**config.mk**
```make
export PLATFORM = sky130hd
export DESIGN_NAME = lfsr_16_flat
export DESIGN_NICKNAME = d
export VERILOG_FILES = /design/src/rtl/lfsr_pkg.sv /design/src/rtl/lfsr_16_if.sv /design/src/rtl/lfsr_16.sv /design/src/flat_wrapper.sv
export SDC_FILE = /design/constraint.sdc
export NUM_CORES = 1
export LEC_CHECK = 0
export BUFFER_PORTS_ARGS = -buffer_cell sky130_fd_sc_hd__buf_4
export CAP_MARGIN = 20
export CORE_ASPECT_RATIO = 1.25
export CORE_MARGIN = 2
export CORE_UTILIZATION = 40
export CTS_BUF_LIST = sky130_fd_sc_hd__clkbuf_8 sky130_fd_sc_hd__clkbuf_16
export DETAILED_ROUTE_END_ITERATION = 10
export PLACE_DENSITY = 0.7
export REMOVE_ABC_BUFFERS = 1
export SLEW_MARGIN = 30
export SYNTH_ARGS = -nofsm -noshare
export SYNTH_HDL_FRONTEND = slang
export SYNTH_SLANG_ARGS = --single-unit
export TNS_END_PERCENT = 10
```
**constraint.sdc**
```tcl
create_clock -name clk -period 1.4 [get_ports clk]
set_input_delay 0.35 -clock clk [delete_from_list [all_inputs] [get_ports clk]]
set_output_delay 0.35 -clock clk [all_outputs]
set_load 0.05 [all_outputs]
```
**src/rtl/lfsr_pkg.sv**
```systemverilog
// Shared constants and the next-state function for the 16-bit Fibonacci LFSR
// (polynomial x^16+x^14+x^13+x^11+1, maximal length 65535).
package lfsr_pkg;

   localparam int          LFSR16_W    = 16;
   localparam logic [15:0] LFSR16_SEED = 16'h1001;
   localparam logic [15:0] LFSR16_TAPS = 16'hB400;

   // One Fibonacci step: shift toward the MSB, XOR of tapped bits enters bit 0.
   function automatic logic [LFSR16_W-1:0] lfsr16_next(
      input logic [LFSR16_W-1:0] state,
      input logic [LFSR16_W-1:0] taps
   );
      return {state[LFSR16_W-2:0], ^(state & taps)};
   endfunction

endpackage

```
**src/rtl/lfsr_16_if.sv**
```systemverilog
// Bundle between the LFSR and its consumer: the consumer drives the step
// request, the LFSR returns its current state.
interface lfsr_16_if;
   import lfsr_pkg::*;

   logic                enable;
   logic [LFSR16_W-1:0] lfsr;

   modport master (output enable, input lfsr);
   modport slave  (input enable, output lfsr);

endinterface

```
**src/rtl/lfsr_16.sv**
```systemverilog
// 16-bit Fibonacci LFSR pattern source. Steps once per enabled clock, reloads
// SEED on synchronous reset, and escapes the all-zero lock-up state by loading
// SEED. The output comes straight from the state flops.
module lfsr_16
   import lfsr_pkg::*;
#(
   parameter int                  WIDTH = LFSR16_W,
   parameter logic [LFSR16_W-1:0] SEED  = LFSR16_SEED,
   parameter logic [LFSR16_W-1:0] TAPS  = LFSR16_TAPS
)(
   input  logic        clk,
   input  logic        reset,
   lfsr_16_if.slave    bus
);

   localparam logic [WIDTH-1:0] ZERO = {WIDTH{1'b0}};

   logic [WIDTH-1:0] state_r;
   logic [WIDTH-1:0] next_s;

   // Next-state selection: zero state is replaced by SEED instead of shifting.
   always_comb begin
      next_s = state_r;
      if (state_r == ZERO) begin
         next_s = SEED;
      end else begin
         next_s = lfsr16_next(state_r, TAPS);
      end
   end

   // State register: reset has priority over enable, otherwise hold.
   always_ff @(posedge clk) begin
      if (reset) begin
         state_r <= SEED;
      end else if (bus.enable) begin
         state_r <= next_s;
      end else begin
         state_r <= state_r;
      end
   end

   assign bus.lfsr = state_r;

endmodule

```
**src/flat_wrapper.sv**
```systemverilog
// flat-port wrapper written by rule: the top's interface ports become plain ports
module lfsr_16_flat import lfsr_pkg::*;
#(
   parameter int                  WIDTH = LFSR16_W,
   parameter logic [LFSR16_W-1:0] SEED  = LFSR16_SEED,
   parameter logic [LFSR16_W-1:0] TAPS  = LFSR16_TAPS
)
  (clk, reset, bus_enable, bus_lfsr);
  lfsr_16_if bus_i ();
  input  logic clk;
  input  logic reset;
  input wire logic [$bits(bus_i.enable)-1:0] bus_enable;
  output wire logic [$bits(bus_i.lfsr)-1:0] bus_lfsr;
  assign bus_i.enable = bus_enable;
  assign bus_lfsr = bus_i.lfsr;
  lfsr_16 #(.WIDTH(WIDTH), .SEED(SEED), .TAPS(TAPS)) u_core (.clk(clk), .reset(reset), .bus(bus_i));
endmodule
```
* Word-level counts from Yosys, hierarchy flattened
Cells that the tools add are included.
Word-level totals: register bits 16, input bits 3, output and inout port bits 16, logic and storage cells 4
Operators by class: muxes and demuxes 1, reduce and logical (&&, ||, !) cells 2
Operator list (number):
- $logic_not 16->1 | 1
- $mux 16 | 1
- $reduce_xor 16->1 | 1

* Longest topological paths before layout
Gate-level depths: netlist (run 1).
depth after elaboration 2, depth in mapped cells 5, depth with buffers taken out 5

* Worst setup path after synthesis (run 1)
OpenSTA, ideal clock, no wires.
path kind register -> register, start register u_core.state_r[12], in the netlist u_core.bus.lfsr[12], end register u_core.state_r[12], in the netlist u_core.bus.lfsr[12], setup time 0.129 ns, arrival time 1.431 ns, data required time 1.271 ns, slack -0.160 ns, stages on the path, launching flop included 6, buffers on the path 0, period minus slack after synthesis 1.560 ns, cells stage by stage dfxtp_1 -> inv_1 -> ha_1 -> nor4b_2 -> a41oi_2 -> a22oi_1
On the way: cells in the longest elaborated chain, start to end 2
Ends and longest elaborated chain:
- start: declaration | RTL line lfsr_16.sv:18 | logic [WIDTH-1:0] state_r;
- start signal: assignment | RTL line lfsr_16.sv:36 | state_r <= next_s;
- start signal: assignment | RTL line lfsr_16.sv:38 | state_r <= state_r;
- $logic_not 16->1 | RTL line lfsr_16.sv:24 | if (state_r == ZERO) begin
- $mux 16 | RTL line lfsr_16.sv:24
No other way between the ends. A chain may end at the register's enable or synchronous reset.

* Worst setup path after layout (run 1)
start register u_core.state_r[12], in the netlist u_core.bus.lfsr[12], end register u_core.state_r[14], in the netlist u_core.bus.lfsr[14]
The elaborated chain is that of the path after synthesis.

==> flow_metrics.tcl, run 1 <==
set metrics [dict create \
    avgSynthCellArea_sq_um 10.8 \
    synth.area.mux_share_pct 18.3 \
    cts.sinks 16 \
    post-cts-setup-buffers 0 \
    fin_tns_setup_ps 0 \
    crit_required_ps 1540 \
    die_w_microns 40.3 \
    cts_made_buffers 3 \
    cts-root-buf "clkbuf_8" \
    grt_pass1_vias 464 \
    cts_tree "yes" \
    slew_viol_final 0 \
    grt-ovfl-total 0 \
    crit_fanout 4 \
    outcome "finished, final reports clean" \
    drc 0 \
    track_usage_pct 14.7 \
    wl_met2_microns 602 \
    ff2ff_setup_slack_ps 100 \
    clkLatencyLatePin_ps 240 \
    first_pass_iters 3 \
    fmax_mhz 767 \
    rsz0062_at_grt "false" \
    comb_power_share_pct 15.0 \
    rows 16 \
    place_inst 94 \
    async_reset_ff_share_pct 0 \
    gp_congestion 0.716 \
    switching_power_mw 0.250 \
    period_share_pct 93.1 \
    num_vias 485 \
    p_sw_share_pct 25.9 \
    syn_inst 61 \
    slew_headroom_pct 82.5 \
    maxCapViolCount 0 \
    ys_top_cells_by_count "dfxtp_1 (16), nor2_1 (13), mux2i_1 (12)" \
    nNetsFinal 85 \
    synth-compound-area-share_pct 7.03 \
    max_slew.worst_pin.slew_ps 261 \
    diodes 0 \
    antenna_found_initial 0 \
    synth_top_family_by_area "multiplexers" \
    top_layer "met4" \
    min_path_cells 2 \
    reg2reg_from "u_core.bus.lfsr[12]$_SDFFE_PP1P_" \
    finalNonFillerCells 97 \
    largest_register_ffs 16 \
    yosys-top-cells-area "dfxtp_1 (49%), mux2i_1 (18%), nor2_1 (7.4%)" \
    dpl.hpwl_microns 855 \
    ys_warn_count 0 \
    yosys.area.top_type "dfxtp_1" \
    yosysMostFrequentCell "dfxtp_1" \
    dieArea_sq_mm 0.00199 \
    portBuffers 18 \
    htree_levels 1 \
    drt_iter0_markers 8 \
    netlist.area_leader.share_pct 48.7 \
    die_h_microns 49.4 \
    fin_skew_ps 1.06 \
    power_density_mw_per_mm2 1150 \
    hold_class "input port to register" \
    post_dp_cell_area_sq_um 800 \
    p_int_mw 0.714 \
    wl_met1_microns 535 \
    pwr-share-clk_pct 34.3 \
    reg2regPathDepth 5 \
    clk_pin_slew_ps 60 \
    synth_simple_gate_area_share_pct 17.3 \
    seqPwrFrac_pct 50.8 \
    grt_max_degree 16 \
    fillerInstances 143 \
    cp-start-kind "register" \
    start_util_pct 42.1 \
    synth_seq_cells 16 \
    syn-cell-area_sq_um 658 \
    synth_edf_count 0 \
    ios 19 \
    ant_nets 0 \
    yosys.area_share.xor_xnor_pct 2.66 \
    vdd_drop_max_uv 630 \
    end_kind "register" \
    core_sq_mm 0.00156 \
    min-delay-start "reset" \
    critPathKind "register to register" \
    setup_viol 0 \
    cts_buffer_depth 2 \
    areaGrowthSynthToFinish_pct 27.8 \
    fin_crit_ps 1300 \
    routed_wl_mm 1.21 \
    grt_pass1_wl_mm 2.08 \
    wl_met3_microns 50 \
    synthFlopType "dfxtp_1" \
    finalHoldViolCount 0 \
    drive_gt1_share_pct 31.6 \
    synth_adder_area_share_pct 1.90 \
    post_cts_resized 0 \
    crit_arrival_ps 1440 \
    ctsHoldBuffers 0 \
    vias_per_cell 5.00 \
    ys_seq_area_share_pct 48.7 \
    whs_endpoint "u_core.bus.lfsr[11]$_SDFFE_PP0P_" \
    r2r_end "u_core.bus.lfsr[14]$_SDFFE_PP0P_" \
    power.leakage_nw 0.389 \
    routedWlPerCell_microns 12.5 \
    ys_types 19 \
    stdcell_area_sq_um 841 \
]
[power by group through the flow]
stage,clock network (mW),logic (mW),registers [mW]
6_report,0.330,0.144,0.489
5_1_grt,0.356,0.154,0.492
4_1_cts,0.342,0.146,0.489
3_5_place_dp,0,0.146,0.499
3_3_place_gp,0,0.145,0.499
2_1_floorplan,0,0.0439,0.549
[worst max-delay path by stage]
stage | startpoint | endpoint | slack (ps) | depth (start not counted)
final | u_core.bus.lfsr[12]$_SDFFE_PP1P_ | u_core.bus.lfsr[14]$_SDFFE_PP0P_ | 100 | 5
after global routing | u_core.bus.lfsr[12]$_SDFFE_PP1P_ | u_core.bus.lfsr[14]$_SDFFE_PP0P_ | 5 | 5
after floorplan | u_core.bus.lfsr[12]$_SDFFE_PP1P_ | u_core.bus.lfsr[12]$_SDFFE_PP1P_ | -160 | 5
after CTS | u_core.bus.lfsr[12]$_SDFFE_PP1P_ | u_core.bus.lfsr[14]$_SDFFE_PP0P_ | 70 | 5
after detailed placement | u_core.bus.lfsr[12]$_SDFFE_PP1P_ | u_core.bus.lfsr[14]$_SDFFE_PP0P_ | 80 | 5
after global placement | u_core.bus.lfsr[12]$_SDFFE_PP1P_ | u_core.bus.lfsr[13]$_SDFFE_PP0P_ | 140 | 5
[final cells by class]
| type | count | area (sq um) | area share [%] |
|---|---|---|---|
| clock buffer | 3 | 41.3 | 4.91 |
| inverter | 3 | 11.3 | 1.34 |
| multi-input combinational | 39 | 310 | 36.9 |
| sequential | 16 | 320 | 38.1 |
| tap | 18 | 22.5 | 2.68 |
| timing repair buffer | 18 | 135 | 16.1 |
[per-layer routing]
layer	GRT usage, %	up-vias
li1	-	245
met1	19.1	225
met2	22.6	11
met3	2.74	4
met4	6.67	0
met5	0	-
[critical path, stage by stage (launching register included)]
cell and delay, ps:
dfxtp_1 320, inv_1 80, ha_1 130, nor4b_2 210, a41oi_2 190, a22o_1 260
[cells by family after synthesis]
family	after synthesis
buffers and inverters	6
and+or+nand+nor	19
xor gates and xnor gates	2
DFF	16
muxes	12
AOI/OAI and AO/OA	5
adders and majority gates	1
[layout by cell type (no fill, tap or decap)]
cell type  netlist  routed
a21oi_1          1       1
nor4_2           1       1
nor4_4           1       1
dfxtp_1         16      16
nand2b_1         1       1
inv_1            3       3
xnor2_1          1       1
nor3_1           2       2
a41oi_2          1       1
xor2_1           1       1
buf_4            1      18
nor4b_2          1       1
nor2_1          13      13
mux2i_1         12      12
a22o_1           2       2
ha_1             1       1
clkbuf_8         0       3
a22oi_1          1       1
[metrics by stage]
stage / total power, mW / utilization [%] / hold slack [ps] / setup slack, ps
after floorplan: 0.593 / - / 422 / -160
after global placement: 0.643 / 51.2 / 480 / 145
after detailed placement: 0.645 / 51.2 / 503 / 83.4
after CTS: 0.977 / 53.8 / 394 / 71.6
after global routing: 1.00 / 53.8 / 404 / 4.53
final: 0.963 / 53.8 / 397 / 96.0
Note: power is estimated with default switching activity, not from simulation.
==> run 2, diff against run 1 <==
- REMOVE_ABC_BUFFERS: 1 -> not set
==> flow_metrics.tcl, run 2 (synthesized netlist as in run 1, its figures left out) <==
set metrics [dict create \
    outcome "finished, final reports clean" \
    grt_max_degree 16 \
    clk_pin_slew_ps 60 \
    gp_congestion 0.738 \
    drt_iter0_markers 6 \
    post-place-ws_ps 10.7 \
    antenna_found_initial 0 \
    crit_family "compound AO/OA/AOI/OAI gates" \
    post_cts_resized 0 \
    slew_headroom_pct 83.2 \
    startpoint "u_core.bus.lfsr[12]$_SDFFE_PP1P_" \
    reg2reg_from "u_core.bus.lfsr[12]$_SDFFE_PP1P_" \
    vias_per_cell 4.94 \
    period_share_pct 96.5 \
    reg2regPathDepth 5 \
    clkLatencyLatePin_ps 250 \
    core_sq_mm 0.00156 \
    start_util_pct 42.1 \
    crit_buf_inv 1 \
    fmax_mhz 741 \
    slowest_delay_ps 330 \
    fin_skew_ps 3.31 \
    fin_ws_ps 49.7 \
    first_pass_iters 3 \
    crit_required_ps 1540 \
    areaGrowthSynthToFinish_pct 31.6 \
    cp-start-kind "register" \
    crit_end "u_core.bus.lfsr[13]$_SDFFE_PP0P_" \
    fin_tns_setup_ps 0 \
    vdd_drop_max_uv 609 \
    routed_wl_mm 1.23 \
    grt_pass1_vias 414 \
    nNetsFinal 85 \
    dieArea_sq_mm 0.00199 \
    cts.sinks 16 \
    path_cells "inv_1 -> ha_1 -> nor4b_4 -> a41oi_2 -> a22o_1" \
    ctsHoldBuffers 0 \
    setup_viol 0 \
    maxCapViolCount 0 \
    die_h_microns 49.4 \
    hold_class "input port to register" \
    layout_common_cells "buf_4 (18), dfxtp_1 (14), nor2_1 (13)" \
    cpMaxStageDelayCell "dfxtp_2" \
    cts_tree "yes" \
    largest_register_ffs 16 \
    layout_commonest_cell "buf_4" \
    grt_pass1_wl_mm 1.90 \
    cts_buffer_depth 2 \
    routedWlPerCell_microns 12.5 \
    fillerInstances 143 \
    num_vias 484 \
    cp_num_cells 5 \
    ant_nets 0 \
    rsz0062_at_grt "false" \
    finalHoldViolCount 0 \
    post-cts-setup-buffers 0 \
    drc 0 \
    die_w_microns 40.3 \
    cts_made_buffers 3 \
    ff2ff_setup_slack_ps 50 \
    synth_fp_nets 65 \
    crit_fanout 4 \
    end_kind "register" \
    max_slew.worst_pin.slew_ps 249 \
    r2r_end "u_core.bus.lfsr[13]$_SDFFE_PP0P_" \
    power.leakage_nw 0.399 \
    rows 16 \
    fin_crit_ps 1350 \
    htree_levels 1 \
    track_usage_pct 14.3 \
    multi_input_area_sq_um 319 \
    slew_viol_final 0 \
    diodes 0 \
    grt-ovfl-total 0 \
    drive_gt1_share_pct 35.0 \
    portBuffers 18 \
    cts-root-buf "clkbuf_8" \
    regArea_sq_um 323 \
    ios 19 \
    power_density_mw_per_mm2 1210 \
    critPathKind "register to register" \
    crit_arrival_ps 1490 \
]
## run 2: changes by cell type in the layout (fill, tap and decap cells not counted), sizes merged
| cell | previous run | this run |
|---|---|---|
| clkbuf | 3 | 4 |
## run 2: worst min path at each step
stage,cells after the start,endpoint,slack (ps),from
floorplan,1,u_core.bus.lfsr[15]$_SDFFE_PP0P_,420,reset
finish,2,u_core.bus.lfsr[1]$_SDFFE_PP0P_,380,reset
global route,2,u_core.bus.lfsr[10]$_SDFFE_PP0P_,400,reset
global placement,1,u_core.bus.lfsr[13]$_SDFFE_PP0P_,460,u_core.bus.lfsr[12]$_SDFFE_PP1P_
detailed placement,2,u_core.bus.lfsr[12]$_SDFFE_PP1P_,500,u_core.bus.lfsr[11]$_SDFFE_PP0P_
CTS,2,u_core.bus.lfsr[9]$_SDFFE_PP0P_,380,reset
## run 2: metrics by stage
stage | total power, mW | hold slack (ps) | instance area (sq um) | utilization (%) | instances
finish | 1.05 | 383 | 866 | 55.4 | 98
detailed placement | 0.646 | 496 | 802 | 51.4 | 94
floorplan | 0.607 | 422 | 661 | - | 61
global placement | 0.643 | 463 | 802 | 51.4 | 94
global route | 1.08 | 396 | 866 | 55.4 | 98
CTS | 1.05 | 384 | 857 | 54.9 | 98
## run 2: worst reg2reg max path: cells and delay by family, from the launching register on
kind            cells  cell delay, ps
compound gates      2             470
flops               1             330
simple gates        1             210
buf+inv             1              70
fa+ha+maj           1             160
## run 2: power breakdown
| group | total, mW | internal (mW) | leakage [nW] | switching [mW] |
|---|---|---|---|---|
| clock | 0.406 | 0.249 | 0.0288 | 0.157 |
| sequential | 0.492 | 0.472 | 0.130 | 0.0208 |
| combinational | 0.147 | 0.0556 | 0.240 | 0.0917 |
## run 2: layout make-up
class	count	share of cell area [%]
timing repair buffer	18	15.6
tap	18	2.60
clock buffer	4	6.36
sequential	16	37.3
inverter	3	1.30
multi-input combinational	39	36.8
## run 2: per-layer routing
metal | vias to the layer above | share of wire [%] | global-route usage [%]
li1 | 250 | - | -
met1 | 220 | 44 | 19.6
met2 | 12 | 49 | 18.5
met3 | 2 | 5.4 | 2.74
met4 | 0 | 1.5 | 11.7
met5 | - | 0 | 0
==> run 3, diff against run 2 <==
--- a/config.mk
+++ b/config.mk
@@ -7,5 +7,4 @@
 export LEC_CHECK = 0
 export BUFFER_PORTS_ARGS = -buffer_cell sky130_fd_sc_hd__buf_4
-export CAP_MARGIN = 20
 export CORE_ASPECT_RATIO = 1.25
 export CORE_MARGIN = 2
@@ -13,4 +12,5 @@
 export CTS_BUF_LIST = sky130_fd_sc_hd__clkbuf_8 sky130_fd_sc_hd__clkbuf_16
 export DETAILED_ROUTE_END_ITERATION = 10
+export HOLD_SLACK_MARGIN = 0.12
 export PLACE_DENSITY = 0.7
 export SLEW_MARGIN = 30
==> constraint.sdc (replaced) <==
create_clock -name clk -period 1.4 [get_ports clk]
set_input_delay 0.35 -clock clk [delete_from_list [all_inputs] [get_ports clk]]
set_output_delay 0.35 -clock clk [all_outputs]
set_load 0.005 [all_outputs]
==> flow_metrics.tcl, run 3 (synthesized netlist as in run 1, its figures left out) <==
set metrics [dict create \
    grt_max_degree 16 \
    drc 0 \
    rows 16 \
    crit_arrival_ps 1450 \
    die_h_microns 49.4 \
    dieArea_sq_mm 0.00199 \
    areaGrowthSynthToFinish_pct 31.2 \
    dpl.hpwl_microns 845 \
    die_w_microns 40.3 \
    clkLatencyLatePin_ps 250 \
    synth_fp_nets 65 \
    clk_pin_slew_ps 60 \
    nNetsFinal 85 \
    period_share_pct 93.5 \
    cp-start-kind "register" \
    diodes 0 \
    drive_gt1_share_pct 32.5 \
    drt_iter0_markers 6 \
    post-cts-setup-buffers 0 \
    fin_tns_setup_ps 0 \
    slew_headroom_pct 81.9 \
    setup_viol 0 \
    gp_congestion 0.735 \
    seqPwrFrac_pct 49.7 \
    htree_levels 1 \
    ant_nets 0 \
    vias_per_cell 4.83 \
    fin_skew_ps 2.93 \
    critPathKind "register to register" \
    routed_wl_mm 1.20 \
    finalHoldViolCount 0 \
    comb_power_share_pct 9.4 \
    outcome "finished, final reports clean" \
    cts_tree "yes" \
    antenna_found_initial 0 \
    num_vias 473 \
    wl_met1_microns 562 \
    track_usage_pct 13.8 \
    cts_made_buffers 3 \
    finalPower_mw 0.989 \
    layout_commonest_cell "buf_4" \
    p_sw_share_pct 21.8 \
    top_layer "met4" \
    power_density_mw_per_mm2 1150 \
    crit_required_ps 1540 \
    slew_viol_final 0 \
    largest_register_ffs 16 \
    crit_fanout 4 \
    start_util_pct 42.1 \
    layout_common_cells "buf_4 (18), dfxtp_1 (16), nor2_1 (13)" \
    portBuffers 18 \
    end_kind "register" \
    wl_met2_microns 540 \
    utilization_pct 55.3 \
    maxCapViolCount 0 \
    routedWlPerCell_microns 12.3 \
    cts.sinks 16 \
    core_sq_mm 0.00156 \
    vdd_drop_max_uv 944 \
    hold_class "input port to register" \
    pwr-share-clk_pct 40.9 \
    cts-root-buf "clkbuf_8" \
    power.leakage_nw 0.399 \
    grt-ovfl-total 0 \
    switching_power_mw 0.216 \
    cts_buffer_depth 2 \
    p_int_mw 0.774 \
    rsz0062_at_grt "false" \
    wl_met3_microns 76 \
    fin_crit_ps 1310 \
    fmax_mhz 764 \
    max_slew.worst_pin.slew_ps 269 \
    first_pass_iters 2 \
    grt_pass1_wl_mm 1.83 \
    grt_pass1_vias 398 \
    ios 19 \
]
[run 3: cell counts in the layout (fill, tap and decap cells not counted)]
No cell type changed its count.
[run 3: routing by layer]
metal	up-vias	GRT usage, %
li1	248	-
met1	207	19.0
met2	14	18.3
met3	4	4.11
met4	0	8.33
met5	-	0
[run 3: path summary, 6_finish.rpt]
check                                endpoint  slack [ps]                             start  depth (start not counted)
max          u_core.bus.lfsr[14]$_SDFFE_PP0P_          90  u_core.bus.lfsr[12]$_SDFFE_PP1P_                          5
min          u_core.bus.lfsr[10]$_SDFFE_PP0P_         380                             reset                          2
max reg2reg  u_core.bus.lfsr[14]$_SDFFE_PP0P_          90  u_core.bus.lfsr[12]$_SDFFE_PP1P_                          5
min reg2reg  u_core.bus.lfsr[12]$_SDFFE_PP1P_         500  u_core.bus.lfsr[11]$_SDFFE_PP0P_                          2
[run 3: power by group through the flow]
stage,clock [mW],combinational [mW],sequential (mW)
after floorplan,0,0.0574,0.498
after global placement,0,0.0902,0.499
after detailed placement,0,0.0907,0.499
after CTS,0.410,0.0910,0.490
after global routing,0.433,0.101,0.493
final,0.405,0.0929,0.491
[run 3: worst max-delay path: stages, from the launching register on]
cell     delay (ps)
dfxtp_1         330
inv_1            80
ha_1            140
nor4b_4         190
a41oi_2         190
a22o_1          270
[run 3: per-stage QoR]
step	area, sq um	cells	hold WS (ps)	setup slack [ps]
finish	863	98	382	91.5
global route	863	98	393	28.6
CTS	855	98	384	50.1
detailed placement	800	94	498	93.2
global placement	800	94	484	140
floorplan	658	61	422	170
[run 3: repair_timing]
| item | in CTS | in global routing |
|---|---|---|
| endpoints found under the setup margin | 0 | 2 |
| hold buffers | 0 | 0 |
| gates resized for setup | 0 | 1 |
[run 3: cell type report]
class,count,area (sq um)
inverter,3,11.3
fill,144,698
sequential,16,320
multi-input combinational,39,319
tap,18,22.5
clock buffer,4,55.1
timing repair buffer,18,135
